==> src/rtl/pe_result_collector.sv <==
// Drain side of an accumulate-PE chain: captures per-lane results on done,
// requantizes to 8 bits and serializes them round-robin onto a valid/ready stream.
module pe_result_collector #(
    parameter int NUM_PE = 4,
    parameter int LANE_W = 2,
    parameter int CNT_W  = 16
) (
    input  logic                 clk,
    input  logic                 reset,
    input  logic                 start,
    input  logic [CNT_W-1:0]     num_results,
    input  logic [3:0]           shift,
    input  logic [NUM_PE-1:0]    pe_done,
    input  logic [16*NUM_PE-1:0] pe_value,
    output logic                 out_valid,
    input  logic                 out_ready,
    output logic [7:0]           out_data,
    output logic [LANE_W-1:0]    out_lane,
    output logic                 busy,
    output logic                 tile_done,
    output logic                 overflow
);

    typedef enum logic {IDLE, RUN} state_t;

    state_t              state_q, state_d;
    logic [15:0]         hold_q [NUM_PE];
    logic [15:0]         hold_d [NUM_PE];
    logic [NUM_PE-1:0]   hold_valid_q, hold_valid_d;
    logic [LANE_W-1:0]   ptr_q, ptr_d;
    logic [CNT_W-1:0]    cnt_q, cnt_d;
    logic [CNT_W-1:0]    num_q, num_d;
    logic [3:0]          shift_q, shift_d;
    logic                out_valid_q, out_valid_d;
    logic [7:0]          out_data_q, out_data_d;
    logic [LANE_W-1:0]   out_lane_q, out_lane_d;
    logic                tile_done_q, tile_done_d;
    logic                overflow_q, overflow_d;

    logic                handshake;
    logic                slot_free;
    logic                grant_found;
    logic [LANE_W-1:0]   grant_idx;
    logic [LANE_W-1:0]   scan_idx;

    // Rounding right-shift in 17 bits, then clamp to the 8-bit output range.
    function automatic logic [7:0] requant_sat(input logic [15:0] v, input logic [3:0] sh);
        logic [16:0] sum;
        logic [16:0] r;
        if (sh == 4'd0) begin
            r = {1'b0, v};
        end else begin
            sum = {1'b0, v} + (17'd1 << (sh - 4'd1));
            r   = sum >> sh;
        end
        return (r > 17'd255) ? 8'hFF : r[7:0];
    endfunction

    assign handshake = out_valid_q && out_ready;
    assign slot_free = !out_valid_q || handshake;

    // Round-robin search starting at the pointer, wrapping past NUM_PE-1.
    always_comb begin
        grant_found = 1'b0;
        grant_idx   = '0;
        scan_idx    = '0;
        for (int k = 0; k < NUM_PE; k++) begin
            scan_idx = LANE_W'((int'(ptr_q) + k) % NUM_PE);
            if (!grant_found && hold_valid_q[scan_idx]) begin
                grant_found = 1'b1;
                grant_idx   = scan_idx;
            end
        end
    end

    always_comb begin
        state_d      = state_q;
        hold_d       = hold_q;
        hold_valid_d = hold_valid_q;
        ptr_d        = ptr_q;
        cnt_d        = cnt_q;
        num_d        = num_q;
        shift_d      = shift_q;
        out_valid_d  = out_valid_q;
        out_data_d   = out_data_q;
        out_lane_d   = out_lane_q;
        tile_done_d  = 1'b0;
        overflow_d   = overflow_q;

        case (state_q)
            IDLE: begin
                if (start) begin
                    state_d    = RUN;
                    num_d      = num_results;
                    shift_d    = shift;
                    cnt_d      = '0;
                    overflow_d = 1'b0;
                end
            end
            RUN: begin
                if (handshake) begin
                    cnt_d = cnt_q + CNT_W'(1);
                end
                if (handshake && (cnt_q == num_q - CNT_W'(1))) begin
                    // Tile complete: anything still held is dropped.
                    state_d      = IDLE;
                    tile_done_d  = 1'b1;
                    out_valid_d  = 1'b0;
                    hold_valid_d = '0;
                end else begin
                    if (slot_free) begin
                        out_valid_d = grant_found;
                        if (grant_found) begin
                            out_data_d              = requant_sat(hold_q[grant_idx], shift_q);
                            out_lane_d              = grant_idx;
                            hold_valid_d[grant_idx] = 1'b0;
                            ptr_d = (int'(grant_idx) == NUM_PE - 1) ? '0 : grant_idx + LANE_W'(1);
                        end
                    end
                    // A granted lane frees its hold this edge, so a new done may land in it.
                    for (int i = 0; i < NUM_PE; i++) begin
                        if (pe_done[i]) begin
                            if (hold_valid_d[i]) begin
                                overflow_d = 1'b1;
                            end else begin
                                hold_d[i]       = pe_value[16*i +: 16];
                                hold_valid_d[i] = 1'b1;
                            end
                        end
                    end
                end
            end
            default: state_d = IDLE;
        endcase
    end

    always_ff @(posedge clk) begin
        if (reset) begin
            state_q      <= IDLE;
            hold_valid_q <= '0;
            ptr_q        <= '0;
            cnt_q        <= '0;
            num_q        <= '0;
            shift_q      <= '0;
            out_valid_q  <= 1'b0;
            out_data_q   <= '0;
            out_lane_q   <= '0;
            tile_done_q  <= 1'b0;
            overflow_q   <= 1'b0;
        end else begin
            state_q      <= state_d;
            hold_valid_q <= hold_valid_d;
            ptr_q        <= ptr_d;
            cnt_q        <= cnt_d;
            num_q        <= num_d;
            shift_q      <= shift_d;
            out_valid_q  <= out_valid_d;
            out_data_q   <= out_data_d;
            out_lane_q   <= out_lane_d;
            tile_done_q  <= tile_done_d;
            overflow_q   <= overflow_d;
        end
    end

    always_ff @(posedge clk) begin
        hold_q <= hold_d;
    end

    assign out_valid = out_valid_q;
    assign out_data  = out_data_q;
    assign out_lane  = out_lane_q;
    assign busy      = (state_q == RUN);
    assign tile_done = tile_done_q;
    assign overflow  = overflow_q;

endmodule

==> config.mk <==
export PLATFORM = sky130hd
export DESIGN_NAME = pe_result_collector
export DESIGN_NICKNAME = d
export VERILOG_FILES = /design/src/rtl/pe_result_collector.sv
export SDC_FILE = /design/constraint.sdc
export NUM_CORES = 1
export LEC_CHECK = 0
export ABC_AREA = 1
export BUFFER_PORTS_ARGS = -buffer_cell sky130_fd_sc_hd__buf_2
export CAP_MARGIN = 5
export CORE_AREA = 4 4 126 188
export CTS_CLUSTER_SIZE = 12
export DETAILED_ROUTE_END_ITERATION = 10
export DIE_AREA = 0 0 130 192
export GPL_TIMING_DRIVEN = 1
export PLACE_DENSITY = 0.51
export SLEW_MARGIN = 10
export SYNTH_ARGS = -nofsm -noshare
export SYNTH_HDL_FRONTEND = slang
export SYNTH_SLANG_ARGS = --single-unit
==> constraint.sdc <==
create_clock -name clk -period 7.05 [get_ports clk]
set_input_delay 1.0575 -clock clk [delete_from_list [all_inputs] [get_ports clk]]
set_output_delay 1.0575 -clock clk [all_outputs]
set_load 0.05 [all_outputs]
== Word level (Yosys, flattened, before mapping) ==
Index checks and enable logic that the tools add are counted.

* Bits in registers: 120
* Bits of input ports: 92

* Add/subtract/negate cells: 8
* $lt $le $gt $ge: 8
* Equality and inequality tests: 5
* Shift operators: 2
* Mux-type cells: 57
* Bitwise gates (word level): 9
* Reduce and logical (&&, ||, !) cells: 23

{| class="wikitable"
|+ Operator list
! operator !! count
|-
| $mux W17 || 5
|-
| $mux W16 || 4
|-
| $bmux W16 S2 || 1
|-
| $pmux W16 S2 || 1
|-
| $mux W1 || 28
|-
| $mux W4 || 5
|-
| $reduce_and A4 Y1 || 5
|-
| $add A16 B17 Y17 || 1
|-
| $gt A17 B8 Y1 const B || 1
|-
| $shl A1 B4 Y17 const A || 1
|-
| $shr A17 B4 Y17 || 1
|-
| $add A16 B1 Y16 const B || 1
|-
| $eq A16 B16 Y1 || 1
|-
| $sub A16 B1 Y16 const B || 1
|-
| $lt A2 B3 Y1 const B || 5
|-
| $mux W2 || 5
|-
| $bmux W1 S2 || 4
|-
| $mux W8 || 1
|-
| $reduce_and A2 Y1 || 4
|-
| $logic_and A1 B1 Y1 || 6
|-
| $not A1 Y1 || 6
|-
| $add A2 B1 Y2 const B || 2
|-
| $add A2 B2 Y2 const B || 2
|-
| $and A4 B4 Y4 || 1
|-
| other kinds (15) || 20
|}

== Logic depth before layout (Yosys ltp) ==
Gate-level depths: netlist of run 1.

* Word-level depth: 32
* Mapped depth: 34
* Mapped depth without buffers: 33

== Worst setup path after synthesis of run 1 ==
OpenSTA, ideal clock, no wires.

* Path kind: register to register
* From: register ptr_q[0]
* To: register out_data_q[0], in the netlist out_data[0]
* Library setup time: 109 ps
* Data arrival time: 3899 ps
* Slack: 3042 ps
* Stages on the path, launching flop included: 31
* Buffers on the path: 3
* Path through: dfxtp_1 buf_6 nand2_1 nand3_2 nand2_2 nor2_4 nand3_2 nand2_2 nand2_4 inv_1 clkbuf_1 clkbuf_1 o21ai_0 o22ai_1 ha_1 a21oi_1 inv_1 a21oi_1 inv_1 a21oi_1 nand2_1 nand2_1 nand3_1 nand3_1 nand3_1 nand3_1 nand2_1 a21oi_4 nand3_1 nand2_1 inv_1

* Longest elaborated chain between the ends: 25
* Elaborated cells between the ends (all ways): 39

{| class="wikitable"
|+ Ends and longest elaborated chain
! item !! RTL line !! source
|-
| from (decl) || 30 || <nowiki>logic [LANE_W-1:0] ptr_q, ptr_d;</nowiki>
|-
| from (signal assigned) || 153 || <nowiki>ptr_q <= ptr_d;</nowiki>
|-
| branches (longest 11 deep; another with $add A2 B1 Y2) || - ||
|-
| $mux W2 (*) || 69 || <nowiki>if (!grant_found && hold_valid_q[scan_idx]) begin</nowiki>
|-
| via grant_idx[0] || 43 || <nowiki>logic [LANE_W-1:0] grant_idx;</nowiki>
|-
| $not A2 Y3 (not written as such) (*) || 114 || <nowiki>out_data_d = requant_sat(hold_q[grant_idx], shift_q);</nowiki>
|-
| $bmux W16 S2 (*) || 114 ||
|-
| $mux W16 (not written as such) (*) (2 in series) || 114 ||
|-
| $add A16 B17 Y17 || 53 || <nowiki>sum = {1'b0, v} + (17'd1 << (sh - 4'd1));</nowiki>
|-
| $shr A17 B4 Y17 || 54 || <nowiki>r = sum >> sh;</nowiki>
|-
| $mux W17 (*) || 50 || <nowiki>if (sh == 4'd0) begin</nowiki>
|-
| $mux W17 (*) || 113 || <nowiki>if (grant_found) begin</nowiki>
|-
| $mux W17 (*) || 111 || <nowiki>if (slot_free) begin</nowiki>
|-
| $mux W17 (*) || 104 || <nowiki>if (handshake && (cnt_q == num_q - CNT_W'(1))) begin</nowiki>
|-
| $mux W17 (*) || 90 || <nowiki>case (state_q)</nowiki>
|-
| $gt A17 B8 Y1 || 56 || <nowiki>return (r > 17'd255) ? 8'hFF : r[7:0];</nowiki>
|-
| $mux W8 (*) || 56 ||
|-
| to (signal assigned) || 158 || <nowiki>out_data_q <= out_data_d;</nowiki>
|-
| to (decl) || 35 || <nowiki>logic [7:0] out_data_q, out_data_d;</nowiki>
|}

Mark *: on every way through the listed nets, which the timed path passes. The select of a mux whose other input is x is not followed.
A chain may end at the register's enable or synchronous reset.

== Final worst setup path of run 1 ==
* From: register ptr_q[0]
* To: register out_data_q[0], in the netlist out_data[0]

* Longest elaborated chain between the ends: 25
* Elaborated cells between the ends (all ways): 39

{| class="wikitable"
|+ Ends and longest elaborated chain
! item
|-
| branches (longest 25 deep; another with $add A2 B1 Y2)
|}

Parallel ways; which one is timed is not known. The select of a mux whose other input is x is not followed.

==> key figures, run 1 <==
Synth
  – Leading cell types by total area after synthesis: edfxtp_1 26%, dfxtp_1 15%, nand2_1 10%
  – Mean area per synthesized cell: 7.512 sq um
  – Top-count cell post-synth: nand2_1
  – Main synth FF type: edfxtp_1
  – Share of the synthesized area in the top cell type: 25.92%
  – Mapped Area: 7415 sq um
  – Seq cells post-synth: 120
  – Syn_nets: 1,102
  – Synth top cells by count: 205 x nand2_1, 117 x nor2_1, 111 x nand3_1, 91 x inv_1, 75 x a21oi_1
  – Ys async rst share: 0%
  – Distinct cells, synth: 45
  – Sequential area share after synthesis: 41.04%
  – EDFF count, synth: 64
  – Post-synthesis cell count: 987
  – Number of synthesis warnings: 0
  – Cell taking the most area after synthesis: edfxtp_1

Worst setup path
  – WP buf/inv: 5
  – Worst path slowest cell: inv_1
  – Reg2reg end: out_data[0]
  – Crit path DAT: 5830 ps
  – CP required: 7370 ps
  – Critical Path Start Type: flip-flop
  – Biggest cell delay along the critical path: 750 ps
  – Worst R2R Setup Slack: 1540 ps
  – CP delay by family, top: simple AND/OR/NAND/NOR gates
  – R2r startpoint: ptr_q[0]
  – WS Path Type: reg -> reg
  – Crit Path Max Fanout: 37
  – Crit end category: flip-flop
  – Worst Reg2Reg Path Length in Cells: 29

Floorplan
  – Initial Util: 33.50%
  – Core Box Area: 22,130 sq um
  – Die width: 130 um
  – Ports: 106
  – FP Rows: 67
  – Die footprint: 24,960 sq um
  – Die H: 192 um

Clock network
  – Hold buffers post-CTS: 0
  – Post-cts sizing count: 0
  – Post-CTS setup buffer count: 0
  – Root Buffer: clkbuf_16
  – Latest clock arrival within the worst-skew pair: 420 ps
  – Clock sinks: 120
  – Clk buf depth: 2
  – TritonCTS Buffers: 17
  – Htree depth: 4
  – Clk slew on worst S/H paths: 60 ps
  – CTS tree: done

Detailed routing
  – Routed Antenna Nets: 0
  – Via density: 5.052
  – Routed len/inst: 17.30 um
  – Routed WL: 23.78 mm
  – DRC: 0
  – Via Count: 6,946
  – Drt pass-1 iters: 5
  – DRT iter0 DRCs: 398

STA
  – Setup Skew: 10.22 ps
  – Setup violations, final: 0
  – Final count of pins violating max slew: 0
  – Setup TNS: 0 ps
  – Final Cycle Share: 78.16%
  – Final hold vios: 0
  – Slew headroom: 34.41%
  – Highest clock rate: 0.1815 GHz
  – RSZ-0062 raised after global routing: no
  – Final critical-path required period: 5510 ps
  – Worst-margin pin slew: 982.8 ps

Worst hold path
  – Worst hold start: out_lane[0]
  – HP Class: reg -> reg
  – Hold endpoint: out_lane[0]
  – Worst Hold Path Cells: 2

Pwr
  – Pleak: 3.873 nW
  – Maximum VDD drop: 0.0001968 V
  – PwrDens: 403.1 nW/um^2

Layout
  – Share of post-route cells with drive strength above 1: 17.74%
  – Fill count: 2,370
  – Diodes inserted: 0
  – Area Growth Syn to Fin: 18.07%
  – Final Non-Filler Cells: 1,375
  – Nets@finish: 1,201

Global routing
  – GRT Overall Usage: 19.74%
  – First-pass GRT wire length: 37.21 mm
  – Vias in the first global route: 7,092
  – Initial antenna violation count: 0
  – Largest net degree at the start of global routing: 43
  – Overflow after GRT: 0

Place
  – Hpwl dp: 18.97 mm
  – Dpl cells: 1,343
  – Input/output buffers: 105
  – Routability cong.: 0.9076

Job
  – Max-cap violations: 0

Outcome
  – Status: finished, final reports clean
-- worst reg2reg max path: cells and delay by family (launching register included) --
family          cells  cell delay (ps)
flops               1              560
buf+inv             5             1080
fa+ha+maj           1              370
compound gates      6             1490
simple gates       17             1910
-- routing by layer --
| metal | share of wire (%) | vias up | routed length (um) | global-route usage, % |
|---|---|---|---|---|
| met5 | 0 | - | 0 | 0 |
| met1 | 37 | 3163 | 8758 | 20.25 |
| li1 | - | 3558 | - | - |
| met2 | 55 | 164 | 13000 | 37.27 |
| met4 | 5.0 | 0 | 1187 | 10.76 |
| met3 | 3.5 | 61 | 839 | 3.228 |
-- flip-flops by register name (all words and copies together), names as in the netlist --
register / count
out_lane: 2
hold_q: 64
busy: 1
shift_q: 4
num_q: 16
overflow: 1
out_valid: 1
cnt_q: 16
ptr_q: 2
tile_done: 1
hold_valid_q: 4
out_data: 8
-- placed cells by master, fill, tap and decap left out, types with 3 or more instances in the layout --
| master | count |
|---|---|
| nand2_1 | 205 |
| nor2_1 | 117 |
| nand3_1 | 111 |
| buf_2 | 105 |
| inv_1 | 91 |
| a21oi_1 | 75 |
| edfxtp_1 | 64 |
| o21ai_0 | 57 |
| dfxtp_1 | 56 |
| ha_1 | 22 |
| nand2_2 | 20 |
| xor2_1 | 18 |
| clkbuf_16 | 17 |
| nor3_1 | 15 |
| nand3_2 | 14 |
| a211oi_1 | 10 |
| o22ai_1 | 9 |
| a32oi_1 | 8 |
| o21a_1 | 8 |
| buf_4 | 8 |
| nor4_1 | 7 |
| nand4_1 | 6 |
| a221oi_1 | 5 |
| clkinvlp_4 | 5 |
| nand2_4 | 4 |
| nor2_2 | 4 |
| clkinv_1 | 4 |
| inv_2 | 3 |
| clkinv_4 | 3 |
-- report_power, final --
part / switching (W) / internal (W)
clock network: 0.000326 / 0.000482
registers: 0.0000394 / 0.000787
logic: 0.00134 / 0.000559
total: 0.00170 / 0.00183
-- how the worst max path moves through the flow --
stage | startpoint | slack (ps) | end | depth (start not counted)
final | ptr_q[0] | 1540 | out_data[0] | 29
after global routing | ptr_q[0] | 930 | out_data[6] | 29
after global placement | ptr_q[0] | 1660 | out_data[5] | 27
after detailed placement | ptr_q[0] | 1610 | out_data[2] | 29
after CTS | ptr_q[0] | 1560 | out_data[0] | 27
after floorplan | ptr_q[0] | 3040 | out_data[0] | 30
-- logic make-up after synthesis --
family / after synthesis / share of synthesized area (%)
AND/OR/NAND/NOR: 512 / 31.45
AO/OA/AOI/OAI: 183 / 14.28
flip-flops: 120 / 41.04
buffers and inverters: 129 / 6.885
adder cells (fa/ha/maj): 23 / 3.982
XOR/XNOR: 20 / 2.362
-- stage by stage --
stage	area, sq um	setup WS [ps]	power (W)	util (%)	hold WS, ps
5_1_grt	8755	926.1	0.003816	39.56	499.0
3_5_place_dp	8200	1614	0.002736	37.05	461.6
4_1_cts	8755	1562	0.003556	39.56	477.5
6_report	8755	1540	0.003529	39.56	479.3
3_3_place_gp	8200	1663	0.002748	37.05	452.6
2_1_floorplan	7415	3042	0.002212	-	447.9
-- layout make-up --
cell class	count	area (sq um)	share of cell area, %
sequential	120	3043	34.76
inverter	96	360.3	4.116
tap	276	345.3	3.945
multi-input combinational	738	3866	44.16
clock inverter	15	128.9	1.472
timing repair buffer	113	585.6	6.689
clock buffer	17	425.4	4.859
No activity file was read; power rests on OpenSTA's default activity.
==> run 2: changes to the inputs <==
==> constraint.sdc (replaced) <==
create_clock -name clk -period 5.63 [get_ports clk]
set_input_delay 0.8445 -clock clk [delete_from_list [all_inputs] [get_ports clk]]
set_output_delay 0.8445 -clock clk [all_outputs]
set_load 0.05 [all_outputs]
==> run 2 against run 1 <==
  * Maximum frequency up 9.9%
  * Sequential power is 25% higher
  * Final cell count rose by 0.44%
  * Cell area grew 0.61%
  * Via count increased by 2.1%
  * First-iteration DRC count shrank 3.3%
  * Power rose by 26%
  * Clock power rose by 27%
  * Die area unchanged
  * Critical path depth decreased by 1
  * Critical path type unchanged
==> key figures, run 2 (synthesis gave the netlist of run 1 again) <==
Outcome
  – Status: finished, final reports clean

Worst setup path
  – Biggest cell delay along the critical path: 560 ps (-190 ps)
  – CP required: 5950 ps (-1420 ps)
  – Critical Path Start Type: flip-flop
  – Worst path slowest cell: dfxtp_1
  – Crit end category: flip-flop
  – Crit Path Max Fanout: 19 (-49%)
  – WS Path Type: reg -> reg
  – Crit path DAT: 5340 ps (-490 ps)

STA
  – Highest clock rate: 0.1995 GHz (+9.9%)
  – Final count of pins violating max slew: 0 (unchanged)
  – Worst-margin pin slew: 995.0 ps (+12.20 ps)
  – Slew headroom: 33.59% (-0.81 points)
  – Setup TNS: 0 ps (unchanged)
  – RSZ-0062 raised after global routing: no
  – Final hold vios: 0 (unchanged)
  – Final critical-path required period: 5012 ps (-498.6 ps)
  – Final Cycle Share: 89.02% (+11 points)
  – Setup violations, final: 0 (unchanged)
  – Setup Skew: 11.73 ps (+1.514 ps)

Detailed routing
  – Via density: 5.134 (+1.6%)
  – Routed WL: 23.88 mm (+0.42%)
  – Routed Antenna Nets: 0 (unchanged)
  – Via Count: 7,090 (+2.1%)
  – Drt pass-1 iters: 5 (unchanged)
  – DRC: 0 (unchanged)
  – DRT iter0 DRCs: 385 (-3.3%)
  – Routed len/inst: 17.29 um (about the same)

Floorplan
  – Ports: 106 (unchanged)
  – Die width: 130 um (unchanged)
  – Die footprint: 24,960 sq um (unchanged)
  – Die H: 192 um (unchanged)
  – FP Rows: 67 (unchanged)
  – Core Box Area: 22,130 sq um (unchanged)
  – Initial Util: 33.50% (unchanged)

Job
  – Max-cap violations: 0 (unchanged)

Clock network
  – Clk slew on worst S/H paths: 50 ps (about the same)
  – TritonCTS Buffers: 17 (unchanged)
  – Htree depth: 4 (unchanged)
  – Clock sinks: 120 (unchanged)
  – Latest clock arrival within the worst-skew pair: 420 ps (about the same)
  – Hold buffers post-CTS: 0 (unchanged)
  – Clk buf depth: 2 (unchanged)
  – Root Buffer: clkbuf_16
  – Post-CTS setup buffer count: 0 (unchanged)
  – CTS tree: done
  – Post-cts sizing count: 0 (unchanged)

Global routing
  – First-pass GRT wire length: 37.30 mm (+0.24%)
  – Overflow after GRT: 0 (unchanged)
  – Largest net degree at the start of global routing: 37 (-14%)
  – Vias in the first global route: 7,133 (+0.58%)
  – Initial antenna violation count: 0 (unchanged)
  – GRT Overall Usage: 19.63% (-0.11 points)

Layout
  – Diodes inserted: 0 (unchanged)
  – Top reg by flops: hold_q
  – Share of post-route cells with drive strength above 1: 17.92% (+0.18 points)
  – Commonest non-fill, non-tap cell in the layout: nand2_1
  – Max reg flops: 64 (unchanged)
  – Area Growth Syn to Fin: 18.80%
  – Largest regs: hold_q: 64 flops, cnt_q: 16 flops, num_q: 16 flops
  – Most frequent cells in the layout: 205 x nand2_1, 117 x nor2_1, 111 x nand3_1
  – Fill count: 2,357 (-0.55%)
  – Nets@finish: 1,207 (+0.50%)

Pwr
  – Pleak: 3.910 nW (+0.96%)
  – PwrDens: 504.7 nW/um^2 (+25%)
  – Power Total: 0.004446 W (+26%)
  – Maximum VDD drop: 0.0002520 V (+28%)

Place
  – Input/output buffers: 105 (unchanged)
  – Hpwl dp: 18.86 mm (-0.57%)
  – Routability cong.: 0.9642 (+6.2%)

Worst hold path
  – HP Class: reg -> reg
==> run 2: cell count changes in the layout (fill, tap and decap cells not counted) <==
cell	previous run	this run
buf_4	8	14
clkinv_1	4	6
clkinvlp_4	5	3
inv_6	2	0
bufinv_16	1	2
clkbuf_1	0	1
==> run 2: through the flow <==
stage               instance area (sq um)  utilization [%]  worst slack (ps)  instances  hold slack, ps
finish                               8808            39.80             618.4       1381           465.2
global route                         8808            39.80             73.06       1381           485.7
CTS                                  8808            39.80             588.0       1381           468.6
detailed placement                   8245            37.26             604.5       1349           459.6
global placement                     8245            37.26             634.9       1349           453.4
floorplan                            7415                -              1622        987           447.9
==> run 2: routing by layer <==
layer	GRT usage, %	share of wire (%)	vias to the layer above
met3	3.812	3.7	57
met5	0	0	-
met4	9.240	4.3	0
met2	36.57	54	196
li1	-	-	3570
met1	20.82	38	3267
==> run 2: where the power goes <==
part           switching (W)  total, W  internal (W)
Clock               0.000384   0.00103      0.000643
Sequential         0.0000463   0.00103      0.000985
Combinational        0.00167   0.00239      0.000722
==> run 2: area by class of cell <==
class                           instances  area (sq um)  share of cell area [%]
Clock buffer                           18         429.2                   4.872
Clock inverter                         14         133.9                   1.520
Inverter                               96         360.3                   4.091
Multi-Input combinational cell        738          3866                   43.89
Sequential cell                       120          3043                   34.55
Tap cell                              276         345.3                   3.920
Timing Repair Buffer                  119         630.6                   7.159
==> run 2: path summary, 6_finish.rpt <==
check	from	slack (ps)	cells past startpoint	to
setup / recovery	ptr_q[0]	620	28	out_data[3]
hold / removal	out_lane[0]	470	2	out_lane[0]
setup reg to reg	ptr_q[0]	620	28	out_data[3]
hold reg to reg	out_lane[0]	470	2	out_lane[0]
==> run 2: worst max-delay path, delay by kind of cell (launching register included) <==
| family | cells | cell delay, ps |
|---|---|---|
| compound gates | 7 | 1580 |
| simple gates | 14 | 1390 |
| buf+inv | 6 | 1000 |
| flops | 1 | 560 |
| fa+ha+maj | 1 | 360 |
==> run 3: changes to the inputs <==
--- a/config.mk
+++ b/config.mk
@@ -13,6 +13,7 @@
 export DETAILED_ROUTE_END_ITERATION = 10
 export DIE_AREA = 0 0 130 192
 export GPL_TIMING_DRIVEN = 1
+export MAX_ROUTING_LAYER = met4
 export PLACE_DENSITY = 0.51
 export SLEW_MARGIN = 10
 export SYNTH_ARGS = -nofsm -noshare
==> run 3 against run 2 <==
  * Power is 2.4% higher
  * Sequential cell count stayed put
  * Sequential share of layout area is 0.25 points lower
  * Register-to-register slack better by 140 ps
  * Die area stayed put
  * Combinational power hardly changed
  * Maximum frequency is 2.8% higher
  * Count of clock-buffer cells in the layout is 1 lower
  * Core utilization is 0.29 points higher
  * Largest power group unchanged
==> key figures, run 3 (synthesis gave the netlist of run 1 again) <==
STA
  – Setup TNS: 0 ps (unchanged)
  – Final Cycle Share: 86.61% (-2.4 points)
  – Final critical-path required period: 4876 ps (-135.5 ps)
  – RSZ-0062 raised after global routing: no
  – Setup violations, final: 0 (unchanged)
  – Slew headroom: 34.40% (+0.81 points)
  – Setup Skew: 11.09 ps (-0.6421 ps)
  – Final count of pins violating max slew: 0 (unchanged)
  – Highest clock rate: 0.2051 GHz (+2.8%)
  – Worst-margin pin slew: 982.9 ps (-12.18 ps)
  – Final hold vios: 0 (unchanged)

Global routing
  – Overflow after GRT: 0 (unchanged)
  – Largest net degree at the start of global routing: 37 (unchanged)
  – First-pass GRT wire length: 37.04 mm (-0.70%)
  – GRT Overall Usage: 20.07% (+0.44 points)
  – Vias in the first global route: 7,100 (-0.46%)
  – Initial antenna violation count: 0 (unchanged)

Layout
  – Commonest non-fill, non-tap cell in the layout: nand2_1
  – Largest regs: hold_q: 64 flops, cnt_q: 16 flops, num_q: 16 flops
  – Area Growth Syn to Fin: 19.68%
  – Nets@finish: 1,207 (unchanged)
  – Share of post-route cells with drive strength above 1: 18.37% (+0.45 points)
  – Max reg flops: 64 (unchanged)
  – Diodes inserted: 0 (unchanged)
  – Fill count: 2,363 (+0.25%)
  – Top reg by flops: hold_q
  – Final instance area: 8874 sq um (+0.74%)
  – Most frequent cells in the layout: 205 x nand2_1, 117 x nor2_1, 111 x nand3_1

Pwr
  – Int Power: 0.002449 W (+4.2%)
  – Combinational share of power: 52.1% (-1.6 points)
  – Reg power frac: 22.7% (-0.5 points)
  – Maximum VDD drop: 0.0002533 V (+0.54%)
  – PwrDens: 513.1 nW/um^2 (+1.7%)
  – Clock network fraction of total power: 25.2% (+2.1 points)
  – Switching share of total power: 46.20% (-0.93 points)
  – Pleak: 3.935 nW (+0.65%)
  – Net Sw Power: 0.002103 W (+0.38%)

Worst setup path
  – WS Path Type: reg -> reg
  – Crit path DAT: 5200 ps (-140 ps)
  – R2r startpoint: ptr_q[0]
  – CP required: 5960 ps (about the same)
  – Critical path launch point: ptr_q[0]
  – Biggest cell delay along the critical path: 570 ps (about the same)
  – Worst path slowest cell: dfxtp_1
  – Crit Path Max Fanout: 32 (+13)
  – Crit end category: flip-flop
  – Most used cell, CP: nand2_1
  – Critical Path Start Type: flip-flop

Floorplan
  – Initial Util: 33.50% (unchanged)
  – Die width: 130 um (unchanged)
  – Die footprint: 24,960 sq um (unchanged)
  – Ports: 106 (unchanged)
  – Die H: 192 um (unchanged)
  – Core Box Area: 22,130 sq um (unchanged)
  – FP Rows: 67 (unchanged)

Clock network
  – Clock sinks: 120 (unchanged)
  – TritonCTS Buffers: 17 (unchanged)
  – Htree depth: 4 (unchanged)
  – CTS tree: done
  – Post-cts sizing count: 0 (unchanged)
  – Clk buf depth: 2 (unchanged)
  – Latest clock arrival within the worst-skew pair: 430 ps (about the same)
  – Root Buffer: clkbuf_16
  – Hold buffers post-CTS: 0 (unchanged)
  – Clk slew on worst S/H paths: 60 ps (about the same)
  – Post-CTS setup buffer count: 0 (unchanged)

Place
  – Placed Area: 8245 sq um (unchanged)
  – Input/output buffers: 105 (unchanged)
  – Hpwl dp: 18.79 mm (-0.35%)
  – Routability cong.: 0.9939 (+3.1%)

Detailed routing
  – Routed Antenna Nets: 0 (unchanged)
  – Drt pass-1 iters: 5 (unchanged)
  – Routed len/inst: 17.20 um (-0.52%)
  – Routed WL: 23.76 mm (-0.52%)
  – DRC: 0 (unchanged)
  – Via Count: 7,077 (-0.18%)
  – DRT iter0 DRCs: 489 (+27%)
  – Via density: 5.125 (-0.18%)

Worst hold path
  – HP Class: reg -> reg
  – Worst hold start: out_lane[0]

Job
  – Max-cap violations: 0 (unchanged)

Outcome
  – Status: finished, final reports clean
[run 3: cell types whose count changed in the layout (fill, tap and decap cells not counted)]
| cell | delta |
|---|---|
| bufinv_16 | +2 |
| clkbuf_1 | -1 |
| clkinv_1 | -4 |
| clkinvlp_4 | +2 |
| inv_6 | +1 |
[run 3: final timing paths]
path / depth (start not counted) / slack [ps] / endpoint
min reg2reg: 2 / 470 / out_lane[0]
min: 2 / 470 / out_lane[0]
max reg2reg: 30 / 750 / out_data[0]
max: 30 / 750 / out_data[0]
[run 3: power groups by stage]
stage	logic [W]	registers, W	clock network [W]
after detailed placement	0.00236	0.00105	0
final	0.00237	0.00103	0.00115
after CTS	0.00238	0.00103	0.00117
after floorplan	0.00167	0.00110	0
after global routing	0.00266	0.00104	0.00121
after global placement	0.00237	0.00105	0
[run 3: critical path: cells and delay by family, from the launching register on]
family | cells | cell delay [ps]
compound gates | 6 | 1510
simple gates | 17 | 1660
fa+ha+maj | 1 | 380
buf+inv | 6 | 660
flops | 1 | 570
[run 3: per-stage QoR]
| stage | utilization [%] | instances | worst slack, ps | hold WS, ps | power, W |
|---|---|---|---|---|---|
| after floorplan | - | 987 | 1622 | 447.9 | 0.002770 |
| after detailed placement | 37.26 | 1349 | 879.4 | 456.8 | 0.003414 |
| after CTS | 40.10 | 1381 | 842.0 | 469.6 | 0.004580 |
| after global placement | 37.26 | 1349 | 819.4 | 454.4 | 0.003426 |
| final | 40.10 | 1381 | 753.9 | 467.0 | 0.004553 |
| after global routing | 40.10 | 1381 | 285.3 | 507.8 | 0.004913 |
[run 3: layer usage]
| layer | vias to the layer above | wire length [um] | track usage, % |
|---|---|---|---|
| met3 | 66 | 781 | 3.534 |
| met4 | 0 | 1252 | 10.84 |
| met1 | 3263 | 9088 | 20.67 |
| met2 | 177 | 12640 | 35.76 |
| met5 | - | 0 | - |
| li1 | 3571 | - | - |
[run 3: area by class of cell]
| class | count | area (sq um) | share of cell area [%] |
|---|---|---|---|
| sequential | 120 | 3043 | 34.29 |
| clock inverter | 15 | 202.7 | 2.284 |
| inverter | 96 | 360.3 | 4.061 |
| timing repair buffer | 119 | 630.6 | 7.107 |
| clock buffer | 17 | 425.4 | 4.794 |
| multi-input combinational | 738 | 3866 | 43.57 |
| tap | 276 | 345.3 | 3.892 |
